<file path="config.mk">
export PLATFORM = sky130hd
export DESIGN_NAME = div_fu_iterative_flat
export DESIGN_NICKNAME = d
export VERILOG_FILES = /design/src/rtl/div_fu_if.sv /design/src/rtl/div_fu_iterative.sv /design/src/flat_wrapper.sv
export SDC_FILE = /design/constraint.sdc
export NUM_CORES = 1
export LEC_CHECK = 0
export ABC_AREA = 1
export BUFFER_PORTS_ARGS = -buffer_cell sky130_fd_sc_hd__buf_4
export CORE_ASPECT_RATIO = 1.2
export CORE_MARGIN = 2
export CORE_UTILIZATION = 45
export CTS_CLUSTER_DIAMETER = 200
export DETAILED_ROUTE_END_ITERATION = 10
export PLACE_DENSITY_LB_ADDON = 0.15
export SLEW_MARGIN = 0
export SYNTH_ARGS = -nofsm -noshare
export SYNTH_HDL_FRONTEND = slang
export SYNTH_SLANG_ARGS = --single-unit
</file>
<file path="constraint.sdc">
create_clock -name clk -period 2.8 [get_ports clk]
set_clock_uncertainty 0.05 [all_clocks]
set_input_delay 0.56 -clock clk [delete_from_list [all_inputs] [get_ports clk]]
set_output_delay 0.56 -clock clk [all_outputs]
set_load 0.02 [all_outputs]
</file>
<file path="src/rtl/div_fu_if.sv">
// -----------------------------------------------------------------------------
// div_fu_if
// Handshake bundle between the divide reservation table / CDB arbiter and the
// iterative divider functional unit.
//
//   master : issuing side (reservation table + CDB arbiter)
//   slave  : divider functional unit
//
// Signals
//   start       issue strobe (start_calculate)
//   div_type    0=DIV, 1=DIVU, 2=REM, 3=REMU
//   rs1_v/rs2_v dividend / divisor, valid with start
//   rob_id_in   ROB tag of issued op
//   rd_in       physical destination of issued op
//   flush       squash in-flight op
//   cdb_ack     CDB arbiter accepted current result
//   ready       unit idle, may accept start next edge (FU_Ready)
//   cdb_valid   result valid on CDB outputs
//   cdb_rob_id  tag of result
//   cdb_rd      destination of result
//   cdb_value   quotient or remainder
// -----------------------------------------------------------------------------
interface div_fu_if #(
  parameter int XLEN     = 32,
  parameter int ROB_ID_W = 3,
  parameter int PREG_W   = 6
);
  logic                start;
  logic [1:0]          div_type;
  logic [XLEN-1:0]     rs1_v;
  logic [XLEN-1:0]     rs2_v;
  logic [ROB_ID_W-1:0] rob_id_in;
  logic [PREG_W-1:0]   rd_in;
  logic                flush;
  logic                cdb_ack;
  logic                ready;
  logic                cdb_valid;
  logic [ROB_ID_W-1:0] cdb_rob_id;
  logic [PREG_W-1:0]   cdb_rd;
  logic [XLEN-1:0]     cdb_value;

  modport master (
    output start, div_type, rs1_v, rs2_v, rob_id_in, rd_in, flush, cdb_ack,
    input  ready, cdb_valid, cdb_rob_id, cdb_rd, cdb_value
  );

  modport slave (
    input  start, div_type, rs1_v, rs2_v, rob_id_in, rd_in, flush, cdb_ack,
    output ready, cdb_valid, cdb_rob_id, cdb_rd, cdb_value
  );
endinterface

</file>
<file path="src/rtl/div_fu_iterative.sv">
// -----------------------------------------------------------------------------
// div_fu_iterative
// Iterative radix-2 (restoring) integer divider for RV32M DIV/DIVU/REM/REMU.
// One operation in flight; the result is held on the CDB outputs until the
// arbiter acknowledges it.
//
// Ports
//   clk  clock
//   rst  synchronous, active-high reset
//   bus  div_fu_if.slave (issue inputs, flush, cdb_ack, ready, CDB outputs)
//
// Optional feature
//   DIV_EARLY_OUT_EN : when defined, a non-special op with |dividend| <
//   |divisor| skips the iterative phase (quotient 0, remainder |dividend|).
// -----------------------------------------------------------------------------
module div_fu_iterative #(
  parameter int XLEN     = 32,
  parameter int ROB_ID_W = 3,
  parameter int PREG_W   = 6
) (
  input logic    clk,
  input logic    rst,
  div_fu_if.slave bus
);

  localparam int CNT_W = $clog2(XLEN);

  typedef enum logic [1:0] {IDLE, CALC, FIXUP, DONE} state_t;

  state_t          state;
  logic [1:0]      op_type;
  logic            sign_q;     // quotient must be negated in FIXUP
  logic            sign_r;     // remainder must be negated in FIXUP
  logic [XLEN:0]   rem_q;      // partial remainder, one guard bit
  logic [XLEN-1:0] quo_q;      // dividend shifts out, quotient shifts in
  logic [XLEN-1:0] dvsr_q;     // divisor magnitude
  logic [CNT_W-1:0] cnt;

  // ---------------------------------------------------------------------------
  // Issue-side decode (only meaningful in IDLE with start)
  // ---------------------------------------------------------------------------
  logic            in_signed;
  logic            in_rem;
  logic [XLEN-1:0] abs_a;
  logic [XLEN-1:0] abs_b;
  logic            div_by_zero;
  logic            sgn_overflow;
  logic [XLEN-1:0] special_val;

  assign in_signed    = ~bus.div_type[0];
  assign in_rem       = bus.div_type[1];
  assign abs_a        = (in_signed && bus.rs1_v[XLEN-1]) ? -bus.rs1_v : bus.rs1_v;
  assign abs_b        = (in_signed && bus.rs2_v[XLEN-1]) ? -bus.rs2_v : bus.rs2_v;
  assign div_by_zero  = (bus.rs2_v == '0);
  assign sgn_overflow = in_signed
                        && (bus.rs1_v == {1'b1, {(XLEN-1){1'b0}}})
                        && (bus.rs2_v == '1);

  // RISC-V defined results: x/0 = all ones, x%0 = x; MIN/-1 = MIN, MIN%-1 = 0.
  assign special_val = div_by_zero  ? (in_rem ? bus.rs1_v : '1)
                                    : (in_rem ? '0 : bus.rs1_v);

  // ---------------------------------------------------------------------------
  // Restoring step: shift in next dividend bit, subtract if it fits.
  // The guard bit of the trial difference is its borrow (sign).
  // ---------------------------------------------------------------------------
  logic [XLEN:0]   shifted;
  logic [XLEN:0]   trial;
  logic            take;

  assign shifted = {rem_q[XLEN-1:0], quo_q[XLEN-1]};
  assign trial   = shifted - {1'b0, dvsr_q};
  assign take    = ~trial[XLEN];

  // Sign correction applied once, after the unsigned iteration.
  logic [XLEN-1:0] q_fix;
  logic [XLEN-1:0] r_fix;

  assign q_fix = sign_q ? -quo_q : quo_q;
  assign r_fix = sign_r ? -rem_q[XLEN-1:0] : rem_q[XLEN-1:0];

  assign bus.ready = (state == IDLE);

  // NOTE: state and outputs update with non-blocking assignments so every
  // register samples pre-edge values; blocking here would create ordering races.
  always_ff @(posedge clk) begin
    // NOTE: reset is synchronous, so it is only a priority branch inside the
    // clocked block, not part of the sensitivity list.
    if (rst) begin
      state          <= IDLE;
      op_type        <= '0;
      sign_q         <= 1'b0;
      sign_r         <= 1'b0;
      rem_q          <= '0;
      quo_q          <= '0;
      dvsr_q         <= '0;
      cnt            <= '0;
      bus.cdb_valid  <= 1'b0;
      bus.cdb_rob_id <= '0;
      bus.cdb_rd     <= '0;
      bus.cdb_value  <= '0;
    end else if (bus.flush) begin
      // Squash wins over start and ack; stale tag is never presented valid.
      state         <= IDLE;
      bus.cdb_valid <= 1'b0;
    end else begin
      case (state)
        IDLE: begin
          if (bus.start) begin
            op_type        <= bus.div_type;
            bus.cdb_rob_id <= bus.rob_id_in;
            bus.cdb_rd     <= bus.rd_in;
            sign_q         <= in_signed & (bus.rs1_v[XLEN-1] ^ bus.rs2_v[XLEN-1]);
            sign_r         <= in_signed & bus.rs1_v[XLEN-1];
            if (div_by_zero || sgn_overflow) begin
              bus.cdb_value <= special_val;
              bus.cdb_valid <= 1'b1;
              state         <= DONE;
            end
`ifdef DIV_EARLY_OUT_EN
            else if (abs_a < abs_b) begin
              quo_q <= '0;
              rem_q <= {1'b0, abs_a};
              state <= FIXUP;
            end
`endif
            else begin
              quo_q  <= abs_a;
              rem_q  <= '0;
              dvsr_q <= abs_b;
              cnt    <= CNT_W'(XLEN - 1);
              state  <= CALC;
            end
          end
        end

        CALC: begin
          rem_q <= take ? trial : shifted;
          quo_q <= {quo_q[XLEN-2:0], take};
          if (cnt == '0) begin
            state <= FIXUP;
          end else begin
            cnt <= cnt - CNT_W'(1);
          end
        end

        FIXUP: begin
          bus.cdb_value <= op_type[1] ? r_fix : q_fix;
          bus.cdb_valid <= 1'b1;
          state         <= DONE;
        end

        DONE: begin
          if (bus.cdb_ack) begin
            bus.cdb_valid <= 1'b0;
            state         <= IDLE;
          end
        end

        default: state <= IDLE;
      endcase
    end
  end

endmodule
</file>
<file path="src/flat_wrapper.sv">
// flat-port wrapper written by rule: the top's interface ports become plain ports
module div_fu_iterative_flat 
#(
  parameter int XLEN     = 32,
  parameter int ROB_ID_W = 3,
  parameter int PREG_W   = 6
)
  (clk, rst, bus_start, bus_div_type, bus_rs1_v, bus_rs2_v, bus_rob_id_in, bus_rd_in, bus_flush, bus_cdb_ack, bus_ready, bus_cdb_valid, bus_cdb_rob_id, bus_cdb_rd, bus_cdb_value);
  div_fu_if #(.XLEN(XLEN), .ROB_ID_W(ROB_ID_W), .PREG_W(PREG_W)) bus_i ();
  input logic clk;
  input logic rst;
  input wire logic [$bits(bus_i.start)-1:0] bus_start;
  input wire logic [$bits(bus_i.div_type)-1:0] bus_div_type;
  input wire logic [$bits(bus_i.rs1_v)-1:0] bus_rs1_v;
  input wire logic [$bits(bus_i.rs2_v)-1:0] bus_rs2_v;
  input wire logic [$bits(bus_i.rob_id_in)-1:0] bus_rob_id_in;
  input wire logic [$bits(bus_i.rd_in)-1:0] bus_rd_in;
  input wire logic [$bits(bus_i.flush)-1:0] bus_flush;
  input wire logic [$bits(bus_i.cdb_ack)-1:0] bus_cdb_ack;
  output wire logic [$bits(bus_i.ready)-1:0] bus_ready;
  output wire logic [$bits(bus_i.cdb_valid)-1:0] bus_cdb_valid;
  output wire logic [$bits(bus_i.cdb_rob_id)-1:0] bus_cdb_rob_id;
  output wire logic [$bits(bus_i.cdb_rd)-1:0] bus_cdb_rd;
  output wire logic [$bits(bus_i.cdb_value)-1:0] bus_cdb_value;
  assign bus_i.start = bus_start;
  assign bus_i.div_type = bus_div_type;
  assign bus_i.rs1_v = bus_rs1_v;
  assign bus_i.rs2_v = bus_rs2_v;
  assign bus_i.rob_id_in = bus_rob_id_in;
  assign bus_i.rd_in = bus_rd_in;
  assign bus_i.flush = bus_flush;
  assign bus_i.cdb_ack = bus_cdb_ack;
  assign bus_ready = bus_i.ready;
  assign bus_cdb_valid = bus_i.cdb_valid;
  assign bus_cdb_rob_id = bus_i.cdb_rob_id;
  assign bus_cdb_rd = bus_i.cdb_rd;
  assign bus_cdb_value = bus_i.cdb_value;
  div_fu_iterative #(.XLEN(XLEN), .ROB_ID_W(ROB_ID_W), .PREG_W(PREG_W)) u_core (.clk(clk), .rst(rst), .bus(bus_i));
endmodule
</file>
After elaboration in Yosys (flattened, before gate mapping)
Cells that the tools add are included.
{"block": "word_totals", "reg_bits": 149, "output_inout_bits": 43, "wordCells": 86}
{"block": "op_classes", "add_sub_neg": 6, "n_eq_ne": 11, "muxes": 31, "bitwise": 7, "n_reduce_logical": 19}
{"op": "$mux W32", "n": 15}
{"op": "$pmux W32 S2", "n": 3}
{"op": "$neg A32 Y32", "n": 4}
{"op": "$eq A32 B32 Y1 const B", "n": 2}
{"op": "$sub A33 B32 Y33", "n": 1}
{"op": "$logic_not A32 Y1", "n": 1}
{"op": "$reduce_and A4 Y1", "n": 4}
{"op": "$mux W5", "n": 3}
{"op": "$pmux W5 S2", "n": 1}
{"op": "$mux W2", "n": 4}
{"op": "$ne A2 B2 Y1 const B", "n": 4}
{"op": "$pmux W2 S4", "n": 1}
{"op": "$reduce_and A3 Y1", "n": 2}
{"op": "$logic_not A5 Y1", "n": 1}
{"op": "$reduce_and A5 Y1", "n": 1}
{"op": "$sub A5 B1 Y5 const B", "n": 1}
{"op": "$eq A2 B2 Y1 const B", "n": 2}
{"op": "$logic_and A1 B1 Y1", "n": 4}
{"op": "$ne A2 B1 Y1 const B", "n": 2}
{"op": "$not A1 Y1", "n": 4}
{"op": "$reduce_bool A2 Y1", "n": 2}
{"op": "$mux W1", "n": 3}
{"op": "$pmux W1 S3", "n": 1}
{"op": "$reduce_bool A3 Y1", "n": 1}
{"op": "6 further kinds", "n": 7}

Longest topological paths before layout
{"block": "logic_depth", "depth_word": 7, "ltp_mapped": 18, "ltp_nobuf": 17}

Worst setup path before layout
OpenSTA, ideal clock, no wires.
{"block": "synth_path", "path_kind": "register to register", "startpoint": "register u_core.quo_q[31]", "endpoint": "register u_core.rem_q[24]", "arrival_time_ns": 2.156, "required_ns": 2.608, "setup_slack_ns": 0.452, "path_stages_with_launch": 19, "synth_period_minus_slack_ns": 2.348, "path_cell_list": "dfxtp_1 > inv_1 > ha_1 > fa_1 > inv_1 > nand2_1 > nand2_1 > nand3_1 > nand2_1 > nand2_1 > nand2_1 > nand2_1 > nand2_1 > nand2_1 > nand2_1 > buf_2 > nand2_1 > nand3_1 > a21oi_2"}
{"block": "synth_between", "elab_chain_len": 3}
{"element": "start, declared", "line_no": "div_fu_iterative.sv:35", "rtl": "logic [XLEN-1:0] quo_q;"}
{"element": "start signal, assigned", "line_no": "div_fu_iterative.sv:128", "rtl": "quo_q <= abs_a;"}
{"element": "start signal, assigned", "line_no": "div_fu_iterative.sv:139", "rtl": "quo_q <= {quo_q[XLEN-2:0], take};"}
{"element": "$sub A33 B32 Y33", "line_no": "div_fu_iterative.sv:72", "rtl": "assign trial = shifted - {1'b0, dvsr_q};"}
{"element": "$mux W32", "line_no": "div_fu_iterative.sv:138", "rtl": "rem_q <= take ? trial : shifted;"}
{"element": "$pmux W32 S2", "line_no": "div_fu_iterative.sv:107", "rtl": "case (state)"}
{"element": "end signal, assigned", "line_no": "div_fu_iterative.sv:138"}
{"element": "end, declared", "line_no": "div_fu_iterative.sv:34", "rtl": "logic [XLEN:0] rem_q;"}
Every way passes these cells.
A chain may end at the register's enable or synchronous reset.

Final worst setup path
{"block": "layout_path", "startpoint": "register u_core.rem_q[4]", "endpoint": "register u_core.rem_q[12]"}
{"block": "layout_between", "elab_chain_len": 3}
{"element": "$sub A33 B32 Y33", "line_no": "div_fu_iterative.sv:72"}
{"element": "$mux W32", "line_no": "div_fu_iterative.sv:138"}
{"element": "$pmux W32 S2", "line_no": "div_fu_iterative.sv:107"}
Every way passes these cells.

==> results.sh <==
export IMPL_syn_avg_cell_area_um2=5.70
export IMPL_layoutNonFillerInstCount=2783
export IMPL_wl_met2_mm=22.6
export IMPL_dpl_hpwl_mm=36.7
export IMPL_synthCells=2290
export IMPL_fin_crit_ns=2.61
export IMPL_die_area_mm2=0.0304
export IMPL_cts_buffers=17
export IMPL_async_reset_ff_frac=0
export IMPL_rr_startpoint="u_core.rem_q[4]"
export IMPL_antenna_cells=0
export IMPL_met1Wirelength_mm=19.9
export IMPL_rsz0062_at_grt="no"
export IMPL_die_x_um=160
export IMPL_rr_endpoint="u_core.rem_q[12]"
export IMPL_place_congestion=0.947
export IMPL_wl_mm=46.8
export IMPL_crit_path_top_delay_cell="dfxtp_1"
export IMPL_setup_viol_count_final=0
export IMPL_cts_num_sinks=148
export IMPL_chipHeight_um=191
export IMPL_yosysTopAreaCell="dfxtp_1"
export IMPL_first_iter_violations=1178
export IMPL_endpoint="u_core.rem_q[12]"
export IMPL_io_pins=123
export IMPL_layout_drive_gt1_share=0.105
export IMPL_cts_hold_buffers=0
export IMPL_slew_headroom=0.269
export IMPL_dr_pass1_iters=5
export IMPL_report_final_slew_viol_count=0
export IMPL_synth_cell_types=47
export IMPL_cts_buffer_depth=2
export IMPL_status="complete, no violations"
export IMPL_antenna_found_initial=0
export IMPL_post_route_drc_count=0
export IMPL_max_stage_delay_ns=0.56
export IMPL_powerDensity_mw_per_mm2=451
export IMPL_syn2layout_area_growth_pct=15.4
export IMPL_synth_warnings=0
export IMPL_cts_root_buf="clkbuf_16"
export IMPL_crit_top_cell="nand2_1"
export IMPL_dp_cells=2749
export IMPL_fmax_mhz=383
export IMPL_cp_required_ns=3.12
export IMPL_synth_nets=2414
export IMPL_yosysMostFrequentCell="nand2_1"
export IMPL_crit_path_end_kind="flop"
export IMPL_nNetsFinal=2509
export IMPL_worstSetupStartpointType="flop"
export IMPL_synth_flop_cell="dfxtp_1"
export IMPL_crit_start="u_core.rem_q[4]"
export IMPL_grt_use_total=0.297
export IMPL_r2r_cells=15
export IMPL_fin_hold_ws_ns=0.282
export IMPL_synth_edff_count=0
export IMPL_num_vias=15000
export IMPL_grt_pass1_vias=13500
export IMPL_peakVddDrop_uv=332
export IMPL_yosys_top_cells_area="dfxtp_1 (23%), nand2_1 (18%), inv_1 (9.2%)"
export IMPL_path_max_fanout=16
export IMPL_ant_nets=0
export IMPL_maxCapViolCount=0
export IMPL_critPathArrivalTime_ns=2.93
export IMPL_worstMarginPinSlew_ns=1.09
export IMPL_power_static_leakage_uw=0.00735
export IMPL_grt_max_degree=52
export IMPL_yosys_register_bits=148
export IMPL_grt_pass1_wl_mm=72.1
export IMPL_initial_utilization=0.456
export IMPL_overflow=0
export IMPL_portBuffers=122
export IMPL_netlist_area_leader_share=0.227
export IMPL_yosysSeqAreaShare=0.227
export IMPL_tritoncts="built"
export IMPL_yosys_top_cells_count="nand2_1 (612), inv_1 (319), o21ai_0 (230)"
export IMPL_total_power_uw=6800
export IMPL_fin_crit_sh=0.933
export IMPL_hold_class="in2reg"
export IMPL_path_cells="ha_1 > nand2_1 > nand2_1 > a21oi_1 > nand2_1 > nand2_1 > nand2_2 > nand2_1 > nand2_1 > nand2_1 > nand2_4 > clkbuf_16 > nand2_1 > nand3_1 > a21oi_1"
export IMPL_highest_layer="met4"
export IMPL_vias_per_cell=5.40
export IMPL_cts_htree_levels=4
export IMPL_clk_latency_ns=0.45
export IMPL_row_count=68
export IMPL_met3WireLength_mm=2.50
export IMPL_r2r_slack_ns=0.19
export IMPL_hold_viol=0
export IMPL_syn_area_mm2=0.0131
export IMPL_path_clk_slew_ns=0.07
export IMPL_wl_per_cell_um=16.8
export IMPL_core_area_mm2=0.0287
export IMPL_worstSetupPathType="reg2reg"
export IMPL_fillerInstances=3055
export IMPL_tns_ns=0
==> power by group <==
part	switching, µW	internal, µW
Sequential	110	2240
Clock	1120	1190
Combinational	1420	712
Total	2650	4150
==> metrics by stage <==
| step | worst slack (ns) | util | instance area, µm² |
|---|---|---|---|
| after floorplan | 0.452 | - | 13100 |
| after global placement | -0.0654 | 0.504 | 14400 |
| after detailed placement | -0.0681 | 0.504 | 14400 |
| after CTS | 0.0307 | 0.524 | 15000 |
| after global routing | 0.00569 | 0.526 | 15100 |
| final | 0.189 | 0.526 | 15100 |
==> flip-flops by register name (all words and copies together) (netlist names) <==
name and cells:
u_core.bus.cdb_value 32, u_core.state 2, u_core.sign_q 1, u_core.bus.cdb_rd 6
u_core.rem_q 32, u_core.cnt 5, u_core.quo_q 32, u_core.dvsr_q 32
u_core.bus.cdb_valid 1, u_core.op_type 1, u_core.bus.cdb_rob_id 3, u_core.sign_r 1
==> routing by layer <==
metal	vias to the layer above	track usage
met2	496	0.509
met1	6842	0.372
met3	89	0.0396
met4	0	0.135
li1	7598	-
met5	-	0
==> worst min-delay path by stage <==
stage               slack, ns        startpoint                  endpoint  cells after the start
CTS                      0.27  bus_rob_id_in[2]  u_core.bus.cdb_rob_id[2]                      3
detailed placement       0.41  u_core.dvsr_q[4]          u_core.dvsr_q[4]                      2
finish                   0.28      bus_rd_in[0]      u_core.bus.cdb_rd[0]                      3
global placement         0.40  u_core.dvsr_q[2]          u_core.dvsr_q[2]                      2
global route             0.29      bus_rd_in[1]      u_core.bus.cdb_rd[1]                      3
floorplan                0.38  u_core.dvsr_q[8]          u_core.dvsr_q[8]                      2
==> cells in the final DEF (no fill, tap or decap), types with 10 or more instances in the layout <==
| master | n |
|---|---|
| a21oi_2 | 10 |
| nand2_1 | 610 |
| nand2_2 | 15 |
| buf_4 | 165 |
| a21oi_1 | 196 |
| o21ai_0 | 230 |
| a31oi_1 | 14 |
| ha_1 | 43 |
| nor2_1 | 222 |
| dfxtp_1 | 147 |
| xnor2_1 | 19 |
| nand3_1 | 185 |
| inv_1 | 317 |
| nand4_1 | 24 |
| nor3_1 | 38 |
| o211ai_1 | 19 |
| clkbuf_16 | 18 |
| xor2_1 | 44 |
==> layout make-up <==
type / instances / area, µm² / share of cell area
Clock buffer: 17 / 425 / 0.0282
Clock inverter: 15 / 158 / 0.0105
Inverter: 322 / 1210 / 0.0802
Multi-Input combinational cell: 1726 / 8490 / 0.563
Sequential cell: 148 / 2960 / 0.197
Tap cell: 385 / 482 / 0.0320
Timing Repair Buffer: 170 / 1340 / 0.0892
==> repair_timing <==
item	CTS	global route
endpoints found under the setup margin	0	33
resized for setup	0	6
setup buffers	0	1
==> kinds of logic after synthesis <==
family,after synthesis,synth area share
adder cells (fa/ha/maj),44,0.0427
buffers and inverters,416,0.125
XOR/XNOR,63,0.0422
flip-flops,148,0.227
AND/OR/NAND/NOR,1129,0.364
AO/OA/AOI/OAI,490,0.199
==> critical path, delay by kind of cell, from the launching register on <==
family / cells / cell delay [ns]
and+or+nand+nor: 11 / 1.02
DFF: 1 / 0.56
adders and majority gates: 1 / 0.37
AOI/OAI and AO/OA: 2 / 0.34
buffers and inverters: 1 / 0.19
Power figures use the tool's default switching activity.
